[src/rtl/can_rx_frame.sv]
// can_rx_frame: CAN 2.0A base-frame receiver (hard sync, destuff, CRC-15).
// Define CAN_RX_ACK_EN to drive the ACK slot dominant on a CRC match.
module can_rx_frame #(
  parameter int BIT_TICKS = 100
) (
  input  logic        clk,
  input  logic        rst,
  input  logic        can_rx,
  input  logic        rx_start,
  output logic        can_tx,
  output logic [10:0] rx_id,
  output logic [3:0]  rx_dlc,
  output logic [7:0]  rx_data,
  output logic        rx_data_valid,
  output logic        frame_done,
  output logic        crc_err,
  output logic        stuff_err,
  output logic        form_err
);

  localparam int CW = $clog2(BIT_TICKS);
  localparam logic [CW-1:0] HALF = CW'(BIT_TICKS / 2);
  localparam logic [CW-1:0] LAST = CW'(BIT_TICKS - 1);
  localparam logic [14:0] POLY = 15'h4599;

  typedef enum logic [3:0] {
    S_IDLE, S_SOF, S_ID, S_CTRL, S_DLC, S_DATA,
    S_CRC, S_CRCDEL, S_ACK, S_ACKDEL, S_EOF, S_WAIT
  } state_t;

  state_t        state_q, state_d;
  logic [CW-1:0] cnt_q, cnt_d;
  logic [1:0]    sync_q;
  logic          rxp_q;
  logic [5:0]    bcnt_q, bcnt_d;
  logic          run_val_q, run_val_d;
  logic [2:0]    run_cnt_q, run_cnt_d;
  logic [14:0]   crc_q, crc_d;
  logic [14:0]   crc_rx_q, crc_rx_d;
  logic [9:0]    sh_q, sh_d;
  logic [3:0]    nb_q, nb_d;
  logic          rtr_q, rtr_d;
  logic [3:0]    idle_q, idle_d;
  logic [10:0]   id_q, id_d;
  logic [3:0]    dlc_q, dlc_d;
  logic [7:0]    data_q, data_d;
  logic          dv_q, dv_d;
  logic          done_q, done_d;
  logic          crce_q, crce_d;
  logic          stfe_q, stfe_d;
  logic          frme_q, frme_d;

  logic       rx_s, sample, wrap;
  logic       stuff_act, is_stuff, crc_in;
  logic [3:0] dlc_w;

  assign rx_s   = sync_q[1];
  assign wrap   = (cnt_q == LAST);
  assign sample = (cnt_q == HALF);

  always_ff @(posedge clk or posedge rst) begin
    if (rst) begin
      sync_q    <= '0;
      rxp_q     <= 1'b0;
      state_q   <= S_IDLE;
      cnt_q     <= '0;
      bcnt_q    <= '0;
      run_val_q <= 1'b0;
      run_cnt_q <= '0;
      crc_q     <= '0;
      crc_rx_q  <= '0;
      sh_q      <= '0;
      nb_q      <= '0;
      rtr_q     <= 1'b0;
      idle_q    <= '0;
      id_q      <= '0;
      dlc_q     <= '0;
      data_q    <= '0;
      dv_q      <= 1'b0;
      done_q    <= 1'b0;
      crce_q    <= 1'b0;
      stfe_q    <= 1'b0;
      frme_q    <= 1'b0;
    end else begin
      sync_q    <= {sync_q[0], can_rx};
      rxp_q     <= rx_s;
      state_q   <= state_d;
      cnt_q     <= cnt_d;
      bcnt_q    <= bcnt_d;
      run_val_q <= run_val_d;
      run_cnt_q <= run_cnt_d;
      crc_q     <= crc_d;
      crc_rx_q  <= crc_rx_d;
      sh_q      <= sh_d;
      nb_q      <= nb_d;
      rtr_q     <= rtr_d;
      idle_q    <= idle_d;
      id_q      <= id_d;
      dlc_q     <= dlc_d;
      data_q    <= data_d;
      dv_q      <= dv_d;
      done_q    <= done_d;
      crce_q    <= crce_d;
      stfe_q    <= stfe_d;
      frme_q    <= frme_d;
    end
  end

  always_comb begin
    state_d   = state_q;
    cnt_d     = wrap ? '0 : cnt_q + CW'(1);
    bcnt_d    = bcnt_q;
    run_val_d = run_val_q;
    run_cnt_d = run_cnt_q;
    crc_d     = crc_q;
    crc_rx_d  = crc_rx_q;
    sh_d      = sh_q;
    nb_d      = nb_q;
    rtr_d     = rtr_q;
    idle_d    = idle_q;
    id_d      = id_q;
    dlc_d     = dlc_q;
    data_d    = data_q;
    dv_d      = 1'b0;
    done_d    = 1'b0;
    crce_d    = 1'b0;
    stfe_d    = 1'b0;
    frme_d    = 1'b0;
    dlc_w     = {sh_q[2:0], rx_s};
    stuff_act = state_q inside {S_SOF, S_ID, S_CTRL, S_DLC,
                                S_DATA, S_CRC, S_CRCDEL};
    is_stuff  = stuff_act && (run_cnt_q == 3'd5);
    crc_in    = state_q inside {S_SOF, S_ID, S_CTRL, S_DLC, S_DATA};

    if (state_q == S_IDLE) begin
      if (rx_start && rxp_q && !rx_s) begin
        state_d   = S_SOF;
        cnt_d     = '0;
        run_val_d = 1'b0;
        run_cnt_d = '0;
        crc_d     = '0;
      end
    end else if (sample && is_stuff) begin
      if (rx_s == run_val_q) begin
        stfe_d  = 1'b1;
        state_d = S_WAIT;
      end else begin
        run_val_d = rx_s;
        run_cnt_d = 3'd1;
      end
    end else if (sample) begin
      bcnt_d = bcnt_q + 6'd1;
      sh_d   = {sh_q[8:0], rx_s};
      // CRC_DEL only consumes a trailing stuff bit; it never extends a run
      if (stuff_act && state_q != S_CRCDEL) begin
        run_cnt_d = (rx_s == run_val_q) ? run_cnt_q + 3'd1 : 3'd1;
        run_val_d = rx_s;
      end
      if (crc_in)
        crc_d = {crc_q[13:0], 1'b0} ^ ((rx_s ^ crc_q[14]) ? POLY : '0);
      unique case (state_q)
        S_SOF:
          state_d = rx_s ? S_IDLE : S_ID;
        S_ID:
          if (bcnt_q == 6'd10) begin
            id_d    = {sh_q, rx_s};
            state_d = S_CTRL;
          end
        S_CTRL:
          if (bcnt_q == 6'd0) begin
            rtr_d = rx_s;
          end else if (bcnt_q == 6'd1) begin
            if (rx_s) begin
              frme_d  = 1'b1;
              state_d = S_WAIT;
            end
          end else begin
            state_d = S_DLC;
          end
        S_DLC:
          if (bcnt_q == 6'd3) begin
            dlc_d   = dlc_w;
            nb_d    = rtr_q ? 4'd0 : (dlc_w > 4'd8 ? 4'd8 : dlc_w);
            state_d = (rtr_q || dlc_w == 4'd0) ? S_CRC : S_DATA;
          end
        S_DATA:
          if (bcnt_q[2:0] == 3'd7) begin
            data_d = {sh_q[6:0], rx_s};
            dv_d   = 1'b1;
            if ({1'b0, bcnt_q[5:3]} + 4'd1 == nb_q)
              state_d = S_CRC;
          end
        S_CRC: begin
          crc_rx_d = {crc_rx_q[13:0], rx_s};
          if (bcnt_q == 6'd14)
            state_d = S_CRCDEL;
        end
        S_CRCDEL:
          if (crc_rx_q != crc_q) begin
            crce_d  = 1'b1;
            state_d = S_WAIT;
          end else if (!rx_s) begin
            frme_d  = 1'b1;
            state_d = S_WAIT;
          end else begin
            state_d = S_ACK;
          end
        S_ACK:
          state_d = S_ACKDEL;
        S_ACKDEL:
          if (!rx_s) begin
            frme_d  = 1'b1;
            state_d = S_WAIT;
          end else begin
            state_d = S_EOF;
          end
        S_EOF:
          if (!rx_s) begin
            frme_d  = 1'b1;
            state_d = S_WAIT;
          end else if (bcnt_q == 6'd6) begin
            done_d  = 1'b1;
            state_d = S_WAIT;
          end
        S_WAIT:
          if (rx_s) begin
            idle_d = idle_q + 4'd1;
            if (idle_q == 4'd10)
              state_d = S_IDLE;
          end else begin
            idle_d = '0;
          end
        default:
          state_d = S_IDLE;
      endcase
    end

    if (state_d != state_q)
      bcnt_d = '0;
    if (state_d == S_WAIT && state_q != S_WAIT)
      idle_d = '0;
  end

`ifdef CAN_RX_ACK_EN
  logic tx_q;

  // ACK state spans exactly one bit boundary: the start of the ACK slot
  always_ff @(posedge clk or posedge rst) begin
    if (rst)
      tx_q <= 1'b1;
    else if (wrap)
      tx_q <= (state_q != S_ACK);
  end

  assign can_tx = tx_q;
`else
  assign can_tx = 1'b1;
`endif

  assign rx_id         = id_q;
  assign rx_dlc        = dlc_q;
  assign rx_data       = data_q;
  assign rx_data_valid = dv_q;
  assign frame_done    = done_q;
  assign crc_err       = crce_q;
  assign stuff_err     = stfe_q;
  assign form_err      = frme_q;

endmodule
[config.mk]
export PLATFORM = sky130hd
export DESIGN_NAME = can_rx_frame
export DESIGN_NICKNAME = d
export VERILOG_FILES = /design/src/rtl/can_rx_frame.sv
export SDC_FILE = /design/constraint.sdc
export NUM_CORES = 1
export LEC_CHECK = 0
export BUFFER_PORTS_ARGS = -buffer_cell sky130_fd_sc_hd__buf_2
export CAP_MARGIN = 20
export CORE_ASPECT_RATIO = 1.1
export CORE_MARGIN = 2
export CORE_UTILIZATION = 61
export DETAILED_ROUTE_END_ITERATION = 7
export GPL_TIMING_DRIVEN = 0
export PLACE_DENSITY = 0.82
export SYNTH_ARGS = -nofsm -noshare
export SYNTH_HDL_FRONTEND = slang
export SYNTH_SLANG_ARGS = --single-unit
[constraint.sdc]
create_clock -name clk -period 4.3 [get_ports clk]
set_input_delay 0.645 -clock clk [delete_from_list [all_inputs] [get_ports clk]]
set_output_delay 0.645 -clock clk [all_outputs]
set_load 0.01 [all_outputs]
==> results of run 1 <==
-- cells by family after synthesis --
group / count (synthesis) / synth area share [%]
and+or+nand+nor: 183 / 18.4
DFF: 101 / 48.6
AOI/OAI and AO/OA: 75 / 10.9
buffers and inverters: 44 / 4.05
muxes: 40 / 8.64
xor gates and xnor gates: 38 / 6.41
adders and majority gates: 12 / 2.89
other: 1 / 0.0722
-- area by class of cell --
type / count / share of cell area (%)
inverters: 18 / 1.23
multi-input cells: 349 / 43.1
repair buffers: 32 / 3.20
well taps: 111 / 2.43
clock inverters: 7 / 1.05
plain buffers: 26 / 2.50
clock buffers: 9 / 2.17
flip-flops and latches: 101 / 44.3
-- path summary, 6_finish.rpt --
check                                    start                   end  slack, ns  depth (start not counted)
setup / recovery            cnt_q[0]$_DFF_PP0_  rx_id[7]$_DFFE_PP0P_       1.31                          8
hold / removal                             rst  crc_q[5]$_DFFE_PP0P_       0.33                          2
setup reg to reg            cnt_q[0]$_DFF_PP0_  rx_id[7]$_DFFE_PP0P_       1.31                          8
hold reg to reg            sync_q[0]$_DFF_PP0_   sync_q[1]$_DFF_PP0_       0.36                          0
max in group asynchronous                  rst   sh_q[0]$_DFFE_PP0P_       3.31                          3
min in group clk           sync_q[0]$_DFF_PP0_   sync_q[1]$_DFF_PP0_       0.36                          0
-- power by group through the flow --
stage | logic, mW | clock network (mW) | registers [mW]
after global placement | 0.525 | 0 | 1.15
after floorplan | 0.429 | 0 | 1.13
after detailed placement | 0.550 | 0 | 1.16
after CTS | 0.554 | 0.580 | 1.14
after global routing | 0.617 | 0.626 | 1.15
final | 0.563 | 0.578 | 1.14
-- layer usage --
layer | global-route usage [%] | up-vias | share of wire [%]
li1 | - | 1835 | -
met4 | 9.76 | 0 | 1.6
met5 | 0 | - | 0
met3 | 4.49 | 19 | 5.8
met1 | 35.5 | 1940 | 43
met2 | 42.4 | 148 | 49
-- cell usage in the layout (no fill, tap or decap), drive strengths merged, types with 17 or more instances in the layout --
cell type and instances:
xor2 19, xnor2 19, inv 20, clkbuf 17, mux2 39, a22o 17
nor2 32, nor3 18, dfrtp 101, nand2 62, buf 50
-- sequential cells by signal, summed over array words and instances, names as in the netlist, 2 cells and up --
signal	flops
bcnt_q	6
cnt_q	7
crc_q	15
crc_rx_q	15
idle_q	4
nb_q	4
run_cnt_q	3
rx_data	8
rx_dlc	4
rx_id	11
sh_q	10
state_q	4
sync_q	2
==> results.yml, run 1 <==
synthesis:
  synth_ff_type: "dfrtp_1"
  synthTopCellsByCount: "101 x dfrtp_1, 62 x nand2_1, 29 x nor2_1, 24 x mux2_2"
  ys_top_cells_by_area: "dfrtp_1 49%, mux2_2 5.2%, nand2_1 4.5%"
  ys_ff_latch: 101
  synth.most_common_cell: "dfrtp_1"
  async_reset_ff_share_pct: 100
  synth_edf_count: 0
  synth_top_area_share_pct: 48.6
  ys_types: 70
  yosys.area.top_type: "dfrtp_1"
  ys_seq_area_share_pct: 48.6
  synth_area_sq_um: 5200
  syn-num-nets: 510
  ys.warnings.count: 0
  syn_inst: 494
  synth.avg_cell_area_sq_um: 10.5
pwr:
  finalPower_mw: 2.28
  internal_power_mw: 1.48
  switching_power_uw: 797
  cellLeakagePower_nw: 2.79
  sequentialPowerShare_pct: 50.0
  peakVddDrop_v: 0.000292
  clkPwrFrac_pct: 25.4
  swShare_pct: 34.9
  p_per_area_nw_per_um2: 400
  combPwrFrac_pct: 24.7
floorplanning:
  dieArea_sq_um: 9270
  die_w_um: 92
  start_util_pct: 62.5
  fp-row-count: 35
  die_h_um: 101
  io_pins: 33
  core_region_area_sq_um: 8320
detailed_routing:
  wirelength_mm: 11.4
  vias: 3942
  wl_per_cell_um: 17.4
  first_pass_iters: 8
  drc: 0
  ant_nets: 0
  drt_iter0_markers: 221
  vias_per_cell: 6.04
layout:
  nets: 553
  drive_above_1_share_pct: 19.6
  diodes: 0
  final_util_pct: 68.6
  area_growth_pct: 9.78
  multi_input_comb_area_sq_um: 2460
  final_area_sq_um: 5700
  fin_cells: 653
  nFillCells: 632
  regArea_sq_um: 2530
placed_design:
  placedCellCount: 637
  dpl.hpwl_mm: 7.98
  portBuffers: 31
  place_ws_ns: 1.39
  gp_congestion: 1.00
  place_area_sq_um: 5520
sta:
  fmax_mhz: 334
  tightest_slew_ns: 1.00
  finalHoldViolations: 0
  setup_viol: 0
  holdWs_ns: 0.333
  fin_worst_skew_ns: 0.0120
  finalWorstSetupSlack_ns: 1.31
  drv_slew: 0
  min_period_over_period_pct: 69.6
  period_minus_slack_ns: 2.99
  fin_tns_setup_ns: 0
  slew_headroom_pct: 32.1
  rsz0062_at_grt: "no"
critical_path:
  critPathKind: "flop to flop"
  crit_path_max_fanout: 10
  crit_family: "simple AND/OR/NAND/NOR gates"
  critPathArrivalTime_ns: 3.25
  crit_path_start_kind: "flop"
  slowest_stage: "nor4_1"
  critPathBufInv: 2
  cp-end-kind: "flop"
  required_ns: 4.56
  path_cells: "inv_1, ha_1, nand4b_1, nor2_2, nand3_1, nor4_1, buf_2, mux2_2"
  crit_path_max_incr_delay_ns: 0.56
global_route:
  antenna_found_initial: 0
  grt_pass1_wl_mm: 19.1
  grt_overflow: 0
  grt_pass1_vias: 3846
  grt_start_max_net_pins: 55
  grt_use_total_pct: 26.1
clocking:
  cts_resized: 0
  cts_tree: "yes"
  cts_buffers: 9
  path_clk_slew_ns: 0.10
  h-tree-depth: 3
  cts.sinks: 101
  clk_latency_ns: 0.38
  ctsLongestPathBuffers: 2
  ctsHoldBuffers: 0
  root_buffer: "clkbuf_8"
  post_cts_buffers: 0
min_path:
  min_path_type: "primary input to async pin"
outcome:
  status: "completed"
flow_run:
  drv_cap: 0
(Power assumes the default switching activity.)
==> run 2, diff against run 1 <==
==> constraint.sdc (replaced) <==
create_clock -name clk -period 2.8 [get_ports clk]
set_input_delay 0.42 -clock clk [delete_from_list [all_inputs] [get_ports clk]]
set_output_delay 0.42 -clock clk [all_outputs]
set_load 0.01 [all_outputs]
==> run 2 against run 1 <==
Against the previous run: highest routed layer unchanged; wire length down 0.37%; via count decreased by 2.0%; utilization rose by 1.2 points; global-route usage is 0.24 points lower; flip-flop and latch count stayed put; die area did not move; sequential power is 54% higher; first-iteration DRC count is 6.3% lower; clock skew is 0.0013 ns higher; critical endpoint is now bcnt_q[4]$_DFFE_PP0P_; sequential share of layout area shrank 0.74 points; clock-buffer cell count did not move; largest power group unchanged; maximum frequency increased by 12%.
==> results.yml, run 2 (synthesis gave the netlist of run 1 again) <==
detailed_routing:
  first_pass_iters: 4
  drt_iter0_markers: 207
  top_layer_used: "met4"
  wirelength_mm: 11.3
  vias: 3862
  route.met3.wl_um: 438
  met2WireLength_mm: 5.70
  ant_nets: 0
  met1_length_mm: 4.99
  wl_per_cell_um: 17.3
  vias_per_cell: 5.89
  drc: 0
clocking:
  cts_buffers: 9
  cts_tree: "yes"
  h-tree-depth: 3
  ctsLongestPathBuffers: 2
  cts.sinks: 101
  ctsHoldBuffers: 0
  root_buffer: "clkbuf_8"
  clk_latency_ns: 0.37
  path_clk_slew_ns: 0.11
global_route:
  grt_pass1_wl_mm: 18.9
  grt_pass1_vias: 3890
  antenna_found_initial: 0
  grt_overflow: 0
  grt_use_total_pct: 25.8
  grt_start_max_net_pins: 44
pwr:
  peakVddDrop_v: 0.000387
  p_per_area_nw_per_um2: 622
  cellLeakagePower_nw: 2.83
critical_path:
  crit_start: "bcnt_q[3]$_DFFE_PP0P_"
  critPathArrivalTime_ns: 2.92
  crit_path_max_fanout: 10
  required_ns: 3.04
  slowest_stage: "or4_4"
  crit_path_max_incr_delay_ns: 0.58
  critPathKind: "flop to flop"
  path_cells: "buf_2, or4_4, nor4_2, nor4_1, o311ai_2, nor2_1, nand2_1, nor3_1"
  cp-end-kind: "flop"
  crit_family: "simple AND/OR/NAND/NOR gates"
  critPathBufInv: 1
  r2r-start: "bcnt_q[3]$_DFFE_PP0P_"
  crit_path_start_kind: "flop"
layout:
  drive_above_1_share_pct: 20.9
  area_growth_pct: 11.6
  final_area_sq_um: 5800
  nets: 556
  diodes: 0
  layout_common_cells: "101 x dfrtp_1, 61 x nand2_1, 42 x buf_2, 29 x nor2_1, 24 x mux2_2"
  mostFrequentLayoutCell: "dfrtp_1"
  fin_cells: 656
placed_design:
  place_area_sq_um: 5530
  portBuffers: 31
  place_ws_ns: -0.159
  dpl.hpwl_mm: 8.00
  placedCellCount: 638
  gp_congestion: 1.00
sta:
  min_period_over_period_pct: 95.5
  period_minus_slack_ns: 2.67
  finalWorstSetupSlack_ns: 0.126
  fin_worst_skew_ns: 0.0133
  drv_slew: 0
  tightest_slew_ns: 1.02
  slew_headroom_pct: 31.4
  setup_viol: 0
  rsz0062_at_grt: "yes"
  finalHoldViolations: 0
  fmax_mhz: 374
floorplanning:
  die_h_um: 101
  io_pins: 33
  dieArea_sq_um: 9270
  core_region_area_sq_um: 8320
  die_w_um: 92
  start_util_pct: 62.5
  fp-row-count: 35
flow_run:
  drv_cap: 0
outcome:
  status: "completed"
min_path:
  min_path_type: "primary input to async pin"
==> run 2: stage by stage <==
stage | setup TNS (ns) | hold slack (ns) | total power [mW] | util, %
after floorplan | 0 | 0.331 | 2.39 | -
after global placement | -0.269 | 0.343 | 2.57 | 66.0
after detailed placement | -1.38 | 0.340 | 2.61 | 66.5
after CTS | 0 | 0.0830 | 3.61 | 69.2
after global routing | -0.0395 | 0.105 | 3.80 | 69.7
final | 0 | 0.0738 | 3.61 | 69.7
==> run 2: cell type report <==
| type | instances | area, sq um |
|---|---|---|
| Clock inverter | 7 | 92.6 |
| Tap cell | 111 | 139 |
| Buffer | 26 | 145 |
| Inverter | 18 | 71.3 |
| Clock buffer | 9 | 124 |
| Fill cell | 647 | 2520 |
| Timing Repair Buffer | 35 | 210 |
| Sequential cell | 101 | 2530 |
| Multi-Input combinational cell | 349 | 2490 |
==> run 2: what timing repair did <==
item / CTS / global route
buffers inserted: 0 / 2
endpoints found under the setup margin: 10 / 30
resized for setup: 2 / 5
pin swaps: 0 / 2
==> run 2: final timing paths <==
kind,to,slack [ns],cells past startpoint
max reg2reg,bcnt_q[4]$_DFFE_PP0P_,0.13,8
min reg2reg,sync_q[1]$_DFF_PP0_,0.36,0
max in group asynchronous,sh_q[0]$_DFFE_PP0P_,1.89,4
min in group clk,sync_q[0]$_DFF_PP0_,0.15,1
min,sync_q[0]$_DFF_PP0_,0.07,2
max,bcnt_q[4]$_DFFE_PP0P_,0.13,8
==> run 2: per-layer routing <==
layer / vias to the layer above / track usage, %
li1: 1830 / -
met4: 0 / 9.18
met3: 19 / 4.19
met1: 1919 / 33.7
met5: - / 0
met2: 94 / 44.1
==> run 2: power breakdown <==
group | internal [mW] | switching [mW] | total [mW]
Combinational | 0.355 | 0.502 | 0.858
Clock | 0.437 | 0.564 | 1.00
Sequential | 1.59 | 0.156 | 1.75
Total | 2.39 | 1.22 | 3.61
==> run 2: worst register-to-register path, cell delays in order (launching register included) <==
cell and delay, ns:
dfrtp_1 0.40, buf_2 0.19, or4_4 0.58, nor4_2 0.45, nor4_1 0.16, o311ai_2 0.52, nor2_1 0.11, nand2_1 0.09
nor3_1 0.05
